`config.mk`:
```
export PLATFORM = sky130hd
export DESIGN_NAME = toeplitz_fifo_sched_flat
export DESIGN_NICKNAME = d
export VERILOG_FILES = /design/src/rtl/toeplitz_fifo_sched_if.sv /design/src/rtl/toeplitz_fifo_sched.sv /design/src/flat_wrapper.sv
export SDC_FILE = /design/constraint.sdc
export NUM_CORES = 1
export LEC_CHECK = 0
export CAP_MARGIN = 20
export CORE_MARGIN = 5
export CORE_UTILIZATION = 55
export CTS_CLUSTER_DIAMETER = 150
export CTS_CLUSTER_SIZE = 40
export DETAILED_ROUTE_END_ITERATION = 6
export PLACE_DENSITY = 0.91
export SYNTH_ARGS = -nofsm -noshare
export SYNTH_HDL_FRONTEND = slang
export SYNTH_SLANG_ARGS = --single-unit
```
`constraint.sdc`:
```
create_clock -name clk_in -period 8 [get_ports clk_in]
set_clock_uncertainty 0.2 [all_clocks]
set_input_delay 2 -clock clk_in [delete_from_list [all_inputs] [get_ports clk_in]]
set_output_delay 2 -clock clk_in [all_outputs]
set_load 0.05 [all_outputs]
```
`src/rtl/toeplitz_fifo_sched_if.sv`:
```
// rtl/toeplitz_fifo_sched_if.sv - handshake/bus bundle between the FIFO read scheduler, its FIFO and the hash core
//
// Purpose: groups the control, FIFO read, seed write and message stream signals
// of toeplitz_fifo_sched into one bundle.
// Modports:
//   master - scheduler view: drives rd_en, seed_*, dat_valid/dat_data/dat_last,
//            busy, block_done; samples start, abort, fifo_*, dat_ready, hash_done.
//   slave  - environment view (FIFO, hash core, controller): the mirror image.
interface toeplitz_fifo_sched_if #(
    parameter int DW = 32,
    parameter int AW = 4
) ();
    logic          start;
    logic          abort;
    logic          fifo_empty;
    logic [DW-1:0] fifo_out;
    logic          rd_en;
    logic          seed_we;
    logic [AW-1:0] seed_addr;
    logic [DW-1:0] seed_data;
    logic          dat_valid;
    logic [DW-1:0] dat_data;
    logic          dat_last;
    logic          dat_ready;
    logic          hash_done;
    logic          busy;
    logic          block_done;

    modport master (
        input  start, abort, fifo_empty, fifo_out, dat_ready, hash_done,
        output rd_en, seed_we, seed_addr, seed_data,
        output dat_valid, dat_data, dat_last, busy, block_done
    );

    modport slave (
        output start, abort, fifo_empty, fifo_out, dat_ready, hash_done,
        input  rd_en, seed_we, seed_addr, seed_data,
        input  dat_valid, dat_data, dat_last, busy, block_done
    );
endinterface

```
`src/rtl/toeplitz_fifo_sched.sv`:
```
// rtl/toeplitz_fifo_sched.sv - read-side scheduler feeding seed and message words from the input FIFO to the Toeplitz hash core
//
// Purpose: per block, drains SEED_WORDS seed words into the core's seed register
// file, then streams DATA_WORDS message words over a valid/ready handshake,
// waits for hash_done and pulses block_done. Sole reader of the FIFO.
// Ports:
//   clk_in - system clock, rising edge
//   rst    - asynchronous active-low reset
//   bus    - toeplitz_fifo_sched_if.master (start/abort, FIFO read, seed write,
//            message stream, hash_done, busy, block_done)
module toeplitz_fifo_sched #(
    parameter int DW         = 32,
    parameter int SEED_WORDS = 16,
    parameter int DATA_WORDS = 8,
    parameter int AW         = 4
) (
    input  logic                          clk_in,
    input  logic                          rst,
    toeplitz_fifo_sched_if.master         bus
);
    typedef enum logic [2:0] {
        S_IDLE,
        S_SEED,
        S_STREAM,
        S_WAIT_HASH,
        S_DONE
    } state_t;

    localparam int MAXW = (SEED_WORDS > DATA_WORDS) ? SEED_WORDS : DATA_WORDS;
    localparam int CW   = $clog2(MAXW + 1);

    localparam logic [CW-1:0] SEED_LEN  = CW'(SEED_WORDS);
    localparam logic [CW-1:0] DATA_LEN  = CW'(DATA_WORDS);
    localparam logic [CW-1:0] DATA_LAST = CW'(DATA_WORDS - 1);
    localparam logic [AW-1:0] SEED_LAST = AW'(SEED_WORDS - 1);

    state_t        state_q, state_d;
    logic [CW-1:0] req_cnt_q, req_cnt_d;
    logic [CW-1:0] xfer_cnt_q, xfer_cnt_d;
    logic          rd_q, rd_d;
    logic          seed_we_q, seed_we_d;
    logic [AW-1:0] seed_addr_q, seed_addr_d;
    logic [DW-1:0] seed_data_q, seed_data_d;
    logic [AW-1:0] wr_ptr_q, wr_ptr_d;
    logic          head_v_q, head_v_d;
    logic [DW-1:0] head_q, head_d;
    logic          skid_v_q, skid_v_d;
    logic [DW-1:0] skid_q, skid_d;

    logic          rd_en_c;
    logic          pop;
    logic [1:0]    occ;

    // Read strobe. In STREAM, occ counts the words that will occupy the
    // two-entry buffer once this cycle's pop and the in-flight read (rd_q)
    // are accounted for; a new read is only issued if a slot is guaranteed.
    always_comb begin
        pop     = head_v_q & bus.dat_ready;
        occ     = 2'(head_v_q) + 2'(skid_v_q) + 2'(rd_q) - 2'(pop);
        rd_en_c = 1'b0;
        if (!bus.abort && !bus.fifo_empty) begin
            if (state_q == S_SEED) begin
                rd_en_c = (req_cnt_q < SEED_LEN);
            end else if (state_q == S_STREAM) begin
                rd_en_c = (req_cnt_q < DATA_LEN) && (occ < 2'd2);
            end
        end
    end

    always_comb begin
        state_d     = state_q;
        req_cnt_d   = req_cnt_q + CW'(rd_en_c);
        xfer_cnt_d  = xfer_cnt_q;
        rd_d        = rd_en_c;
        seed_we_d   = 1'b0;
        seed_addr_d = seed_addr_q;
        seed_data_d = seed_data_q;
        wr_ptr_d    = wr_ptr_q;
        head_v_d    = head_v_q;
        head_d      = head_q;
        skid_v_d    = skid_v_q;
        skid_d      = skid_q;

        case (state_q)
            S_IDLE: begin
                if (bus.start) begin
                    state_d    = S_SEED;
                    req_cnt_d  = '0;
                    wr_ptr_d   = '0;
                    xfer_cnt_d = '0;
                end
            end
            S_SEED: begin
                // FIFO data is valid the cycle after rd_en, so rd_q marks it.
                if (rd_q) begin
                    seed_we_d   = 1'b1;
                    seed_addr_d = wr_ptr_q;
                    seed_data_d = bus.fifo_out;
                    wr_ptr_d    = wr_ptr_q + AW'(1);
                end
                if (seed_we_q && (seed_addr_q == SEED_LAST)) begin
                    state_d   = S_STREAM;
                    req_cnt_d = '0;
                end
            end
            S_STREAM: begin
                // Pop first so an arriving word lands behind any remaining one.
                if (pop) begin
                    if (skid_v_q) begin
                        head_d   = skid_q;
                        skid_v_d = 1'b0;
                    end else begin
                        head_v_d = 1'b0;
                    end
                    xfer_cnt_d = xfer_cnt_q + CW'(1);
                    if (xfer_cnt_q == DATA_LAST) begin
                        state_d    = S_WAIT_HASH;
                        xfer_cnt_d = '0;
                    end
                end
                if (rd_q) begin
                    if (!head_v_d) begin
                        head_v_d = 1'b1;
                        head_d   = bus.fifo_out;
                    end else begin
                        skid_v_d = 1'b1;
                        skid_d   = bus.fifo_out;
                    end
                end
            end
            S_WAIT_HASH: begin
                if (bus.hash_done) begin
                    state_d = S_DONE;
                end
            end
            S_DONE: begin
                state_d = S_IDLE;
            end
            default: begin
                state_d = S_IDLE;
            end
        endcase

        // Abort drops everything, including a word already in flight.
        if (bus.abort) begin
            state_d     = S_IDLE;
            req_cnt_d   = '0;
            xfer_cnt_d  = '0;
            rd_d        = 1'b0;
            seed_we_d   = 1'b0;
            seed_addr_d = '0;
            seed_data_d = '0;
            wr_ptr_d    = '0;
            head_v_d    = 1'b0;
            head_d      = '0;
            skid_v_d    = 1'b0;
            skid_d      = '0;
        end
    end

    always_ff @(posedge clk_in or negedge rst) begin
        if (!rst) begin
            state_q     <= S_IDLE;
            req_cnt_q   <= '0;
            xfer_cnt_q  <= '0;
            rd_q        <= 1'b0;
            seed_we_q   <= 1'b0;
            seed_addr_q <= '0;
            seed_data_q <= '0;
            wr_ptr_q    <= '0;
            head_v_q    <= 1'b0;
            head_q      <= '0;
            skid_v_q    <= 1'b0;
            skid_q      <= '0;
        end else begin
            state_q     <= state_d;
            req_cnt_q   <= req_cnt_d;
            xfer_cnt_q  <= xfer_cnt_d;
            rd_q        <= rd_d;
            seed_we_q   <= seed_we_d;
            seed_addr_q <= seed_addr_d;
            seed_data_q <= seed_data_d;
            wr_ptr_q    <= wr_ptr_d;
            head_v_q    <= head_v_d;
            head_q      <= head_d;
            skid_v_q    <= skid_v_d;
            skid_q      <= skid_d;
        end
    end

    assign bus.rd_en      = rd_en_c;
    assign bus.seed_we    = seed_we_q;
    assign bus.seed_addr  = seed_addr_q;
    assign bus.seed_data  = seed_data_q;
    assign bus.dat_valid  = head_v_q;
    assign bus.dat_data   = head_q;
    assign bus.dat_last   = head_v_q && (xfer_cnt_q == DATA_LAST);
    assign bus.busy       = (state_q != S_IDLE);
    assign bus.block_done = (state_q == S_DONE);
endmodule

```
`src/flat_wrapper.sv`:
```
// flat-port wrapper written by rule: the top's interface ports become plain ports
module toeplitz_fifo_sched_flat 
#(
    parameter int DW         = 32,
    parameter int SEED_WORDS = 16,
    parameter int DATA_WORDS = 8,
    parameter int AW         = 4
)
  (clk_in, rst, bus_start, bus_abort, bus_fifo_empty, bus_fifo_out, bus_dat_ready, bus_hash_done, bus_rd_en, bus_seed_we, bus_seed_addr, bus_seed_data, bus_dat_valid, bus_dat_data, bus_dat_last, bus_busy, bus_block_done);
  toeplitz_fifo_sched_if #(.DW(DW), .AW(AW)) bus_i ();
  input  logic clk_in;
  input  logic rst;
  input wire logic [$bits(bus_i.start)-1:0] bus_start;
  input wire logic [$bits(bus_i.abort)-1:0] bus_abort;
  input wire logic [$bits(bus_i.fifo_empty)-1:0] bus_fifo_empty;
  input wire logic [$bits(bus_i.fifo_out)-1:0] bus_fifo_out;
  input wire logic [$bits(bus_i.dat_ready)-1:0] bus_dat_ready;
  input wire logic [$bits(bus_i.hash_done)-1:0] bus_hash_done;
  output wire logic [$bits(bus_i.rd_en)-1:0] bus_rd_en;
  output wire logic [$bits(bus_i.seed_we)-1:0] bus_seed_we;
  output wire logic [$bits(bus_i.seed_addr)-1:0] bus_seed_addr;
  output wire logic [$bits(bus_i.seed_data)-1:0] bus_seed_data;
  output wire logic [$bits(bus_i.dat_valid)-1:0] bus_dat_valid;
  output wire logic [$bits(bus_i.dat_data)-1:0] bus_dat_data;
  output wire logic [$bits(bus_i.dat_last)-1:0] bus_dat_last;
  output wire logic [$bits(bus_i.busy)-1:0] bus_busy;
  output wire logic [$bits(bus_i.block_done)-1:0] bus_block_done;
  assign bus_i.start = bus_start;
  assign bus_i.abort = bus_abort;
  assign bus_i.fifo_empty = bus_fifo_empty;
  assign bus_i.fifo_out = bus_fifo_out;
  assign bus_i.dat_ready = bus_dat_ready;
  assign bus_i.hash_done = bus_hash_done;
  assign bus_rd_en = bus_i.rd_en;
  assign bus_seed_we = bus_i.seed_we;
  assign bus_seed_addr = bus_i.seed_addr;
  assign bus_seed_data = bus_i.seed_data;
  assign bus_dat_valid = bus_i.dat_valid;
  assign bus_dat_data = bus_i.dat_data;
  assign bus_dat_last = bus_i.dat_last;
  assign bus_busy = bus_i.busy;
  assign bus_block_done = bus_i.block_done;
  toeplitz_fifo_sched #(.DW(DW), .SEED_WORDS(SEED_WORDS), .DATA_WORDS(DATA_WORDS), .AW(AW)) u_core (.clk_in(clk_in), .rst(rst), .bus(bus_i));
endmodule
```
**After elaboration in Yosys (flattened, before gate mapping)**

Cells that the tools add are included.

- Output and inout port bits: 74
- Bits in writable memories: 0
- Latch bits: 0
- Bits in read-only memories: 0
- Memories: 0
- Input bits: 39
- Logic and storage cells: 107
- Register bits after elaboration: 121

- Eq/ne operators: 12
- Multiply operators: 0
- Bitwise gates (word level): 1
- Reductions and logical operators: 19
- Magnitude comparators: 3
- Muxes and demuxes: 54
- Shifts and indexed selects: 0
- Add/subtract/negate cells: 6
- Div/mod/pow operators: 0

Operators with widths:

| cell | count |
|---|---|
| 32-bit two-way mux | 13 |
| 5-bit two-way mux | 7 |
| 4-bit two-way mux | 6 |
| 5-bit case mux with 2 select lines | 2 |
| 1-bit two-way mux | 18 |
| 3-bit two-way mux | 6 |
| 3-bit != test, second input constant | 4 |
| 3-bit case mux with 4 select lines | 1 |
| 3-bit AND reduction | 3 |
| 3-bit nonzero test | 3 |
| 4-bit case mux with 2 select lines | 1 |
| 2-bit nonzero test | 4 |
| 3-bit by 2-bit == test with 1-bit output, second input constant | 2 |
| 3-bit by 2-bit != test with 1-bit output, second input constant | 2 |
| 5-bit by 1-bit adder with 5-bit output | 1 |
| 5-bit by 1-bit adder with 5-bit output, second input constant | 1 |
| 5-bit by 3-bit == test with 1-bit output, second input constant | 1 |
| 5-bit by 4-bit < comparator with 1-bit output, second input constant | 1 |
| 5-bit < comparator, second input constant | 1 |
| 5-bit AND reduction | 1 |
| 4-bit by 1-bit adder with 4-bit output, second input constant | 1 |
| 4-bit == test, second input constant | 1 |
| 1-bit logical AND | 4 |
| 3-bit by 1-bit == test with 1-bit output, second input constant | 1 |
| other kinds (9) | 10 |

**Longest topological paths before layout**

- Word-level depth: 12
- Mapped depth: 15
- Depth with buffers taken out: 13

**Worst setup path after synthesis**

No wires, ideal clock.

- Kind: input to output
- Start point: input bus_dat_ready
- End point: output bus_rd_en
- Buffers on the path: 1
- Data required time: 5.800 ns
- Stages on the path: 9
- Setup slack: 1.518 ns
- Arrival time: 4.282 ns
- Path through: and2_1 > clkbuf_1 > ha_1 > inv_1 > ha_1 > a21oi_1 > xnor2_1 > or4_1 > a21oi_1

- Cells in the longest elaborated chain, start to end: 7

Ends and longest elaborated chain:

| item | RTL line | text |
|---|---|---|
| start: declaration | flat_wrapper.sv:17 | `input wire logic [$bits(bus_i.dat_ready)-1:0] bus_dat_ready;` |
| 1-bit AND | toeplitz_fifo_sched.sv:58 | `pop = head_v_q & bus.dat_ready;` |
| 2-bit by 1-bit subtractor with 2-bit output | toeplitz_fifo_sched.sv:59 | `occ = 2'(head_v_q) + 2'(skid_v_q) + 2'(rd_q) - 2'(pop);` |
| 2-bit < comparator | toeplitz_fifo_sched.sv:65 | `rd_en_c = (req_cnt_q < DATA_LEN) && (occ < 2'd2);` |
| 1-bit logical AND | toeplitz_fifo_sched.sv:65 |  |
| 1-bit two-way mux | toeplitz_fifo_sched.sv:64 | `end else if (state_q == S_STREAM) begin` |
| 1-bit two-way mux | toeplitz_fifo_sched.sv:62 | `if (state_q == S_SEED) begin` |
| 1-bit two-way mux | toeplitz_fifo_sched.sv:61 | `if (!bus.abort && !bus.fifo_empty) begin` |
| end: declaration | flat_wrapper.sv:19 | `output wire logic [$bits(bus_i.rd_en)-1:0] bus_rd_en;` |

Every way passes these cells.

**Final worst setup path**

Same ends and word-level chain as after synthesis.

==> flow_metrics.tcl <==
set metrics [dict create \
    seq_area_frac_synth_pct 55.7 \
    ir_drop_v 0.000155 \
    post-cts-setup-buffers 0 \
    path_class "in -> out" \
    worst_slew_pin_slew_ns 1.08 \
    setup_violations 0 \
    antenna_found_initial 0 \
    worst_path_max_delay_cell "clkdlybuf4s50_1" \
    critical-path-max-stage-delay_ns 0.85 \
    rsz0062_at_grt "false" \
    hp-class "reg -> reg" \
    io_pins 113 \
    syn_area_um2 5440 \
    antennaDiodeCount 0 \
    grt_pass1_vias 4845 \
    power.density_nw_per_um2 216 \
    r2r_slack_ns 4.47 \
    cts_resized 0 \
    gr-usage-met1_pct 32.4 \
    finalMaxSlewViolations 0 \
    drive_gt1_share_pct 8.26 \
    ys_seq_elements 121 \
    crit_path_end_kind "primary output" \
    crit_required_ns 5.80 \
    holdWs_ns 0.280 \
    cp.arrival_ns 5.18 \
    syn_inst 491 \
    met2_usage_pct 44.6 \
    ctsHoldBuffers 0 \
    synthToLayoutAreaGrowth_pct 34.0 \
    synth.avg_cell_area_um2 11.1 \
    finalInstanceArea_um2 7290 \
    max_freq_mhz 136 \
    dp_hpwl_mm 9.17 \
    finalCriticalPeriod_ns 7.38 \
    start_kind "primary input" \
    worstHoldPathCells 2 \
    wirelength_mm 15.2 \
    seqCellArea_um2 3030 \
    portBuffers 112 \
    clockBufferDepth 2 \
    ant_nets 0 \
    num_rows 36 \
    die_h_um 109 \
    initial_core_util_pct 56.1 \
    crit_family "buffers and inverters" \
    outcome "completed" \
    worstPathMaxFanout 6 \
    grt_max_degree 68 \
    drcViolationCount 0 \
    syn-num-nets 536 \
    critical_path_buf_inv_count 3 \
    clock_sinks 121 \
    async_reset_ff_share_pct 100 \
    dieArea_um2 12000 \
    ys_types 47 \
    yosys_warnings 0 \
    r2r-start "u_core.bus.dat_valid" \
    grt_util_all_layers_pct 26.2 \
    cp_cell_sequence "clkdlybuf4s50_1 -> and2_1 -> ha_1 -> inv_1 -> ha_1 -> a21oi_1 -> xnor2_1 -> or4_1 -> a21oi_1 -> clkdlybuf4s50_1" \
    grt_busiest_layer "met2" \
    dpl-instance-area_um2 6620 \
    p_leak_nw 3.29 \
    holdPathEnd "u_core.skid_q[24]" \
    grt_use_met3_pct 5.28 \
    r2r_end "u_core.req_cnt_q[4]" \
    vias 4535 \
    htree_levels 4 \
    routedWlPerCell_um 20.6 \
    dieWidth_um 109 \
    via_per_inst 6.14 \
    cts_tree "built" \
    fin_tns_setup_ns 0 \
    drtIter0Drc 328 \
    timing.slew.headroom_pct 27.8 \
    fillCellCount 607 \
    ys_dominant_reg_cell "dfrtp_1" \
    numCtsBuffers 17 \
    overflow 0 \
    drt_pass1_iterations 6 \
    rr_worst_depth 13 \
    hold_start "u_core.skid_q[24]" \
    clock-root-buffer "clkbuf_8" \
    layout.nets 637 \
    insertion_delay_ns 0.51 \
    gp_congestion 0.806 \
    cts.clk_slew.worst_paths_ns 0.06 \
    core-area_um2 9680 \
    hold_violations 0 \
    multi_input_area_um2 2260 \
    maxCapViolCount 0 \
    grt_pass1_wl_mm 24.3 \
    post-route-period-util_pct 92.3 \
    synth_edf_count 0 \
]
==> worst min-delay path, cell delays in order (launching register included) <==
cell and delay, ns:
dfrtp_1 0.34, nand2_1 0.05, o21ai_0 0.06
==> metrics by stage <==
stage / setup slack (ns) / cells / power, mW / util (%)
5_1_grt: 0.501 / 738 / 1.62 / 75.2
4_1_cts: 0.608 / 737 / 1.58 / 74.9
3_3_place_gp: 0.806 / 705 / 0.748 / 68.3
3_5_place_dp: 0.643 / 705 / 0.754 / 68.3
6_report: 0.620 / 738 / 1.57 / 75.2
2_1_floorplan: 1.52 / 491 / 0.696 / -
==> state kept, by name, summed over array words and instances, names as in the netlist <==
| signal | cells |
|---|---|
| u_core.bus.dat_data | 32 |
| u_core.bus.seed_data | 32 |
| u_core.skid_q | 32 |
| u_core.req_cnt_q | 5 |
| u_core.xfer_cnt_q | 5 |
| u_core.bus.seed_addr | 4 |
| u_core.wr_ptr_q | 4 |
| u_core.state_q | 3 |
| u_core.bus.dat_valid | 1 |
| u_core.bus.seed_we | 1 |
| u_core.rd_q | 1 |
| u_core.skid_v_q | 1 |
==> worst max-delay path by stage <==
stage                   from         to  cells after the start
2_1_floorplan  bus_dat_ready  bus_rd_en                      9
3_3_place_gp   bus_dat_ready  bus_rd_en                     10
3_5_place_dp   bus_dat_ready  bus_rd_en                     10
4_1_cts        bus_dat_ready  bus_rd_en                     10
5_1_grt        bus_dat_ready  bus_rd_en                     10
6_report       bus_dat_ready  bus_rd_en                     10
==> layer usage <==
layer  vias to the layer above  wire (µm)  part of all wire [%]
met1                      2275       5960                    39
met4                         0        421                   2.8
met5                         -          0                     0
met2                       226       7770                    51
met3                        38       1010                   6.7
li1                       1996          -                     -
==> logic make-up after synthesis <==
group                    synth area share (%)
adder cells (fa/ha/maj)                  1.38
buffers and inverters                    3.59
XOR/XNOR                                0.806
flip-flops                               55.7
multiplexers                             6.31
AO/OA/AOI/OAI                            20.1
AND/OR/NAND/NOR                          12.1
==> synth_stat cells, types with 2 or more instances <==
| cell type | n | area share [%] |
|---|---|---|
| dfrtp_1 | 121 | 56 |
| nand2_1 | 45 | 3.1 |
| o21ai_0 | 39 | 3.6 |
| a22o_1 | 38 | 6.1 |
| nand2b_1 | 35 | 4.0 |
| o21ai_1 | 33 | 3.0 |
| a22oi_1 | 32 | 4.4 |
| mux2i_1 | 32 | 5.9 |
| clkbuf_1 | 18 | 1.2 |
| buf_2 | 12 | 1.1 |
| a21oi_1 | 10 | 0.92 |
| nand3_1 | 8 | 0.74 |
| nor2_1 | 7 | 0.48 |
| ha_1 | 6 | 1.4 |
| nor3_1 | 6 | 0.55 |
| buf_6 | 4 | 0.83 |
| inv_1 | 4 | 0.28 |
| nor3b_1 | 3 | 0.41 |
| xor2_1 | 3 | 0.48 |
| and2_1 | 2 | 0.23 |
| and3_1 | 2 | 0.23 |
| buf_1 | 2 | 0.14 |
| mux2_2 | 2 | 0.41 |
| nor4b_1 | 2 | 0.32 |
| or4_1 | 2 | 0.28 |
| xnor2_1 | 2 | 0.32 |
==> layout by cell type, fill, tap and decap left out, types with 8 or more instances in the layout <==
cell type / n
nand3_1: 8
nand2b_1: 35
dfrtp_1: 121
mux2i_1: 32
clkbuf_16: 16
o21ai_1: 33
nand2_1: 44
a22o_1: 38
a22oi_1: 32
o21ai_0: 39
clkdlybuf4s50_1: 110
a21oi_1: 9
==> area by class of cell <==
cell class,instances,share of cell area [%]
inverters,4,0.206
well taps,133,2.28
flip-flops and latches,121,41.6
repair buffers,118,16.2
clock buffers,18,5.74
clock inverters,14,3.04
multi-input cells,330,31.0
==> where the power goes <==
group	switching (mW)	internal, mW
Combinational	0.0667	0.0402
Sequential	0.0121	0.628
Clock	0.287	0.541
Power figures use the tool's default switching activity.
